<file path="src/rtl/div_unit.sv">
// Iterative radix-2 restoring divider for RV32M DIV/DIVU/REM/REMU.
// Returns one 32-bit result every 35 cycles; divide-by-zero and signed overflow finish in 2.

module adder32 (
   input  logic [31:0] a_i,
   input  logic [31:0] b_i,
   input  logic        c_in_i,
   output logic [31:0] sum_o,
   output logic        c_out_o
);
   // With c_in set, b is inverted, so the unit computes a - b (c_out = no borrow).
   logic [31:0] b_eff;
   assign b_eff = c_in_i ? ~b_i : b_i;
   assign {c_out_o, sum_o} = {1'b0, a_i} + {1'b0, b_eff} + {32'd0, c_in_i};
endmodule

// state | meaning
// IDLE  | ready; accepts a request, resolves div-by-zero / overflow directly
// CALC  | 32 restoring iterations, one quotient bit per cycle
// FIX   | apply result sign, register o_result
// DONE  | o_valid pulse
module div_unit (
   input  logic        i_clk,
   input  logic        i_reset,
   input  logic        i_valid,
   output logic        o_ready,
   input  logic [1:0]  i_op,
   input  logic [31:0] i_rs1,
   input  logic [31:0] i_rs2,
   input  logic        i_flush,
   output logic        o_busy,
   output logic        o_valid,
   output logic [31:0] o_result
);
   localparam logic [1:0] ST_IDLE = 2'd0;
   localparam logic [1:0] ST_CALC = 2'd1;
   localparam logic [1:0] ST_FIX  = 2'd2;
   localparam logic [1:0] ST_DONE = 2'd3;

   logic [1:0]  state_q, state_d;
   logic [4:0]  cnt_q, cnt_d;
   logic [31:0] r_q, r_d;
   logic [31:0] q_q, q_d;
   logic [31:0] dvs_q, dvs_d;
   logic [1:0]  op_q, op_d;
   logic        negq_q, negq_d;
   logic        negr_q, negr_d;
   logic [31:0] result_q, result_d;

   logic        sgn_in;
   logic [31:0] mag1, mag2;
   logic [31:0] shifted, trial;
   logic        trial_cout, success;
   logic [31:0] fix_sel, fix_neg;
   logic        fix_cout, fix_do_neg;

   assign sgn_in = ~i_op[0];
   assign mag1   = (sgn_in & i_rs1[31]) ? (32'd0 - i_rs1) : i_rs1;
   assign mag2   = (sgn_in & i_rs2[31]) ? (32'd0 - i_rs2) : i_rs2;

   assign shifted = {r_q[30:0], q_q[31]};
   adder32 u_trial (
      .a_i    (shifted),
      .b_i    (dvs_q),
      .c_in_i (1'b1),
      .sum_o  (trial),
      .c_out_o(trial_cout)
   );
   // r_q[31] is the implicit 33rd bit of the shifted value: the subtract always fits.
   assign success = r_q[31] | trial_cout;

   assign fix_sel    = op_q[1] ? r_q : q_q;
   assign fix_do_neg = op_q[1] ? negr_q : negq_q;
   adder32 u_neg (
      .a_i    (32'd0),
      .b_i    (fix_sel),
      .c_in_i (1'b1),
      .sum_o  (fix_neg),
      .c_out_o(fix_cout)
   );

   always_comb begin
      state_d  = state_q;
      cnt_d    = cnt_q;
      r_d      = r_q;
      q_d      = q_q;
      dvs_d    = dvs_q;
      op_d     = op_q;
      negq_d   = negq_q;
      negr_d   = negr_q;
      result_d = result_q;
      case (state_q)
         ST_IDLE: begin
            if (i_valid) begin
               op_d   = i_op;
               negq_d = sgn_in & (i_rs1[31] ^ i_rs2[31]);
               negr_d = sgn_in & i_rs1[31];
               dvs_d  = mag2;
               if (i_rs2 == 32'd0) begin
                  result_d = i_op[1] ? i_rs1 : 32'hFFFF_FFFF;
                  state_d  = ST_DONE;
               end else if (sgn_in && i_rs1 == 32'h8000_0000 && i_rs2 == 32'hFFFF_FFFF) begin
                  result_d = i_op[1] ? 32'd0 : 32'h8000_0000;
                  state_d  = ST_DONE;
               end else begin
                  r_d     = 32'd0;
                  q_d     = mag1;
                  cnt_d   = 5'd0;
                  state_d = ST_CALC;
               end
            end
         end
         ST_CALC: begin
            r_d   = success ? trial : shifted;
            q_d   = {q_q[30:0], success};
            cnt_d = cnt_q + 5'd1;
            if (cnt_q == 5'd31) state_d = ST_FIX;
         end
         ST_FIX: begin
            // Negating zero yields zero either way; carry-out flags that case.
            result_d = (fix_do_neg & ~fix_cout) ? fix_neg : fix_sel;
            state_d  = ST_DONE;
         end
         default: state_d = ST_IDLE;
      endcase
      if (i_flush) begin
         state_d  = ST_IDLE;
         result_d = result_q;
      end
   end

   always_ff @(posedge i_clk) begin
      if (i_reset) begin
         state_q  <= ST_IDLE;
         cnt_q    <= 5'd0;
         r_q      <= 32'd0;
         q_q      <= 32'd0;
         dvs_q    <= 32'd0;
         op_q     <= 2'd0;
         negq_q   <= 1'b0;
         negr_q   <= 1'b0;
         result_q <= 32'd0;
      end else begin
         state_q  <= state_d;
         cnt_q    <= cnt_d;
         r_q      <= r_d;
         q_q      <= q_d;
         dvs_q    <= dvs_d;
         op_q     <= op_d;
         negq_q   <= negq_d;
         negr_q   <= negr_d;
         result_q <= result_d;
      end
   end

   assign o_ready  = (state_q == ST_IDLE);
   assign o_busy   = (state_q != ST_IDLE);
   assign o_valid  = (state_q == ST_DONE);
   assign o_result = result_q;
endmodule

</file>
<file path="config.mk">
export PLATFORM = sky130hd
export DESIGN_NAME = div_unit
export DESIGN_NICKNAME = d
export VERILOG_FILES = /design/src/rtl/div_unit.sv
export SDC_FILE = /design/constraint.sdc
export NUM_CORES = 1
export LEC_CHECK = 0
export CORE_AREA = 3 3 145 147
export DETAILED_ROUTE_END_ITERATION = 10
export DIE_AREA = 0 0 148 150
export GPL_TIMING_DRIVEN = 1
export HOLD_SLACK_MARGIN = 0.15
export PLACE_DENSITY = 0.73
export SYNTH_ARGS = -nofsm -noshare
export SYNTH_HDL_FRONTEND = slang
export SYNTH_SLANG_ARGS = --single-unit
</file>
<file path="constraint.sdc">
create_clock -name i_clk -period 4.7 [get_ports i_clk]
set_input_delay 0.47 -clock i_clk [delete_from_list [all_inputs] [get_ports i_clk]]
set_output_delay 0.47 -clock i_clk [all_outputs]
set_load 0.01 [all_outputs]
</file>
==> results.tsv <==
stage	metric	value	unit
timing	slew-limit-headroom	0.317	
power_and_ir_drop	ir_worst_vdd	0.000248	V
cells_and_area	areaGrowthSynthToFinish	18.2	%
timing	setup_tns	0	ns
yosys	synthesis.nets	1504	
setup_path	reg2reg_to	o_result[31]	
setup_path	worstPathMaxFanout	25	
yosys	yosysWarnings	0	
setup_path	reg2reg_slack	1.16	ns
power_and_ir_drop	powerDensity	288	nW/um2
global_route	antenna_violations_before_repair	0	
timing	rsz0062_at_grt	no	
timing	final_hold_fails	0	
yosys	syn-mean-instance-area	7.37	um2
run	drv_cap	0	
clocking	cts_repair_resize_count	0	
detailed_routing	finalWirelength	30200	um
setup_path	cp-end-kind	register	
yosys	main_combinational_cell_family_by_area_after_synthesis	compound AO/OA/AOI/OAI gates	
floorplan	fp.dieArea	22200	um2
clocking	clock_sinks	138	
timing	maxClockFrequency	280	MHz
placed_design	port-buffer-count	104	
power_and_ir_drop	power	3490	uW
clocking	clockRootBuffer	sky130_fd_sc_hd__clkbuf_16	
clocking	path_clk_slew	0.06	ns
floorplan	dieHeight	150	um
clocking	ctsHtreeMaxLevel	4	
yosys	synth_mux_area_frac	0.0364	
floorplan	ios	105	
power_and_ir_drop	static_power_due_to_leakage	0.00437	uW
cells_and_area	layout.cells.most_common_list	sky130_fd_sc_hd__nand2_1, sky130_fd_sc_hd__nor2_1, sky130_fd_sc_hd__a21oi_1	
timing	timing.clock.skew	0.0121	ns
setup_path	crit_required	5.03	ns
detailed_routing	ant_nets	0	
yosys	synthAdderAreaFrac	0.0544	
setup_path	critPathKind	input port to register	
clocking	clkLatencyLatePin	0.43	ns
yosys	dominantRegCellSynth	sky130_fd_sc_hd__dfxtp_1	
cells_and_area	layout.area.seq	2760	um2
cells_and_area	final_common_cell	sky130_fd_sc_hd__nand2_1	
yosys	synth_compound_gate_area_share	0.268	
yosys	synthXorXnorAreaFrac	0.0983	
clocking	cts.repair_timing.setup_buffer_count	0	
yosys	synth.distinct_cells	77	
yosys	async_reset_ff_frac	0	
setup_path	critical_path_capture_point	q_q[31]	
yosys	synth.cell_area	10200	um2
setup_path	reg2reg_from	op_q[1]	
clocking	post_cts_hold_buffer_count	0	
clocking	tritoncts	built	
floorplan	initial_core_util	0.511	
cells_and_area	layout-drive-gt1-share	0.0626	
global_route	grt_first_pass_wirelength	49400	um
yosys	synth_seq_cells	138	
global_route	globalRoute.totalOverflow	0	
detailed_routing	drt-wirelength-per-cell	17.3	um
detailed_routing	detail_route.vias_per_cell	5.95	
placed_design	detailedPlacementHpwl	22500	um
floorplan	design.core.area	20000	um2
timing	worstMarginPinSlew	1.02	ns
detailed_routing	dr.pass1.iters	5	
global_route	grt_pass1_vias	9720	
timing	final.period_utilization	0.759	
setup_path	worst_setup_path_startpoint	i_rs1[0]	
cells_and_area	multi_input_area	6930	um2
floorplan	die_w	148	um
yosys	cells_after_synth	1390	
cells_and_area	diodes	0	
detailed_routing	violation_count_after_the_first_detailed_route_iteration	855	
global_route	grt_max_degree	82	
cells_and_area	design.final.nets	1571	
timing	timing.final.crit_period	3.57	ns
clocking	cts.path.max_buffers	2	
outcome	status	complete, no violations	
setup_path	crit_path_start_kind	input port	
clocking	cts_inserted_buffers	17	
timing	finalSetupViolCount	0	
timing	final-max-slew-violation-count	0	
hold_path	timing.hold.worst.class	input port to register	
cells_and_area	fill_cells	1898	
detailed_routing	drt_drc_violations_left	0	
global_route	grt_util_all_layers	0.271	
yosys	synth_sequential_area_ratio	0.270	
placed_design	place_congestion	0.892	
setup_path	reg2reg_depth	10	
yosys	synth-edff-count	0	
detailed_routing	via_count	10400	
floorplan	rows	52	
setup_path	crit_arrival	3.90	ns
yosys	synth-simple-area-share	0.217	
-- registers in the layout (all words and copies together) (netlist names) --
| register | flops |
|---|---|
| cnt_q | 5 |
| dvs_q | 32 |
| negq_q | 1 |
| negr_q | 1 |
| o_result | 32 |
| op_q | 1 |
| q_q | 32 |
| r_q | 32 |
| state_q | 2 |
-- through the flow --
step | area [um2] | cells | util | setup slack, ns | hold WS [ns]
after floorplan | 10200 | 1390 | - | 1.31 | 0.432
after global placement | 11500 | 1708 | 0.573 | 0.720 | 0.444
after detailed placement | 11500 | 1708 | 0.573 | 0.720 | 0.451
after CTS | 12100 | 1740 | 0.605 | 1.16 | 0.396
after global routing | 12100 | 1740 | 0.605 | 0.887 | 0.414
final | 12100 | 1740 | 0.605 | 1.13 | 0.416
-- cells in the mapped netlist, types with 9 or more instances --
cell,number,share of area
sky130_fd_sc_hd__nand2b_1,11,0.0067
sky130_fd_sc_hd__ha_1,43,0.052
sky130_fd_sc_hd__nand2_1,155,0.057
sky130_fd_sc_hd__nor2_1,156,0.057
sky130_fd_sc_hd__xor2_1,56,0.048
sky130_fd_sc_hd__o31ai_1,11,0.0081
sky130_fd_sc_hd__a21o_1,15,0.011
sky130_fd_sc_hd__a31oi_1,13,0.0079
sky130_fd_sc_hd__o21ai_0,102,0.050
sky130_fd_sc_hd__nand4_1,17,0.010
sky130_fd_sc_hd__a21oi_1,138,0.067
sky130_fd_sc_hd__a32oi_1,11,0.0094
sky130_fd_sc_hd__o21ai_1,18,0.0088
sky130_fd_sc_hd__dfxtp_1,138,0.27
sky130_fd_sc_hd__nand3_1,15,0.0073
sky130_fd_sc_hd__o211ai_1,20,0.015
sky130_fd_sc_hd__nor3b_1,9,0.0066
sky130_fd_sc_hd__mux2i_1,35,0.034
sky130_fd_sc_hd__nor3_1,46,0.022
sky130_fd_sc_hd__a311oi_1,13,0.011
sky130_fd_sc_hd__nor4_1,10,0.0061
sky130_fd_sc_hd__clkbuf_1,56,0.021
sky130_fd_sc_hd__inv_1,57,0.021
sky130_fd_sc_hd__a211oi_1,32,0.023
sky130_fd_sc_hd__o22ai_1,19,0.012
sky130_fd_sc_hd__buf_2,18,0.0088
sky130_fd_sc_hd__xnor2_1,59,0.050
-- where the power goes --
part / leakage, uW / total [uW] / internal, uW / switching [uW]
clock: 0.000300 / 1430 / 904 / 527
combinational: 0.00294 / 781 / 314 / 467
sequential: 0.00113 / 1280 / 1220 / 51.0
-- worst min path at each step --
stage               startpoint           end  slack, ns  depth (start not counted)
floorplan            dvs_q[22]     dvs_q[22]       0.43                          2
global placement      cnt_q[4]      cnt_q[4]       0.44                          2
detailed placement   dvs_q[22]     dvs_q[22]       0.45                          2
CTS                    i_reset  o_result[31]       0.40                          2
global route           i_reset  o_result[31]       0.41                          2
finish                 i_reset       q_q[25]       0.42                          2
-- worst max-delay path: stages --
cell                              delay, ns
sky130_fd_sc_hd__clkdlybuf4s50_1       0.54
sky130_fd_sc_hd__inv_1                 0.14
sky130_fd_sc_hd__ha_1                  0.25
sky130_fd_sc_hd__nor2b_1               0.26
sky130_fd_sc_hd__nand4_1               0.31
sky130_fd_sc_hd__or3b_1                0.59
sky130_fd_sc_hd__o21ai_4               0.25
sky130_fd_sc_hd__or2_1                 0.14
sky130_fd_sc_hd__a21boi_2              0.18
sky130_fd_sc_hd__buf_4                 0.33
sky130_fd_sc_hd__a221oi_1              0.16
sky130_fd_sc_hd__a211oi_1              0.25
-- metal layers --
layer	part of all wire	wire [um]	vias to the layer above	track usage
li1	-	-	5126	-
met1	0.46	13900	4774	0.370
met2	0.45	13500	413	0.443
met3	0.078	2340	46	0.0478
met4	0.016	493	0	0.0730
met5	0	0	-	0
-- cell families after synthesis --
| kind of cell | Yosys count |
|---|---|
| and+or+nand+nor | 475 |
| AOI/OAI and AO/OA | 441 |
| buffers and inverters | 140 |
| DFF | 138 |
| xor gates and xnor gates | 115 |
| adders and majority gates | 44 |
| muxes | 37 |
-- layout make-up --
class,count,area share
inverters,57,0.0177
well taps,270,0.0279
multi-input cells,1112,0.572
flip-flops and latches,138,0.228
clock buffers,22,0.0408
repair buffers,131,0.102
clock inverters,10,0.0115
Note: power is estimated with default switching activity, not from simulation.
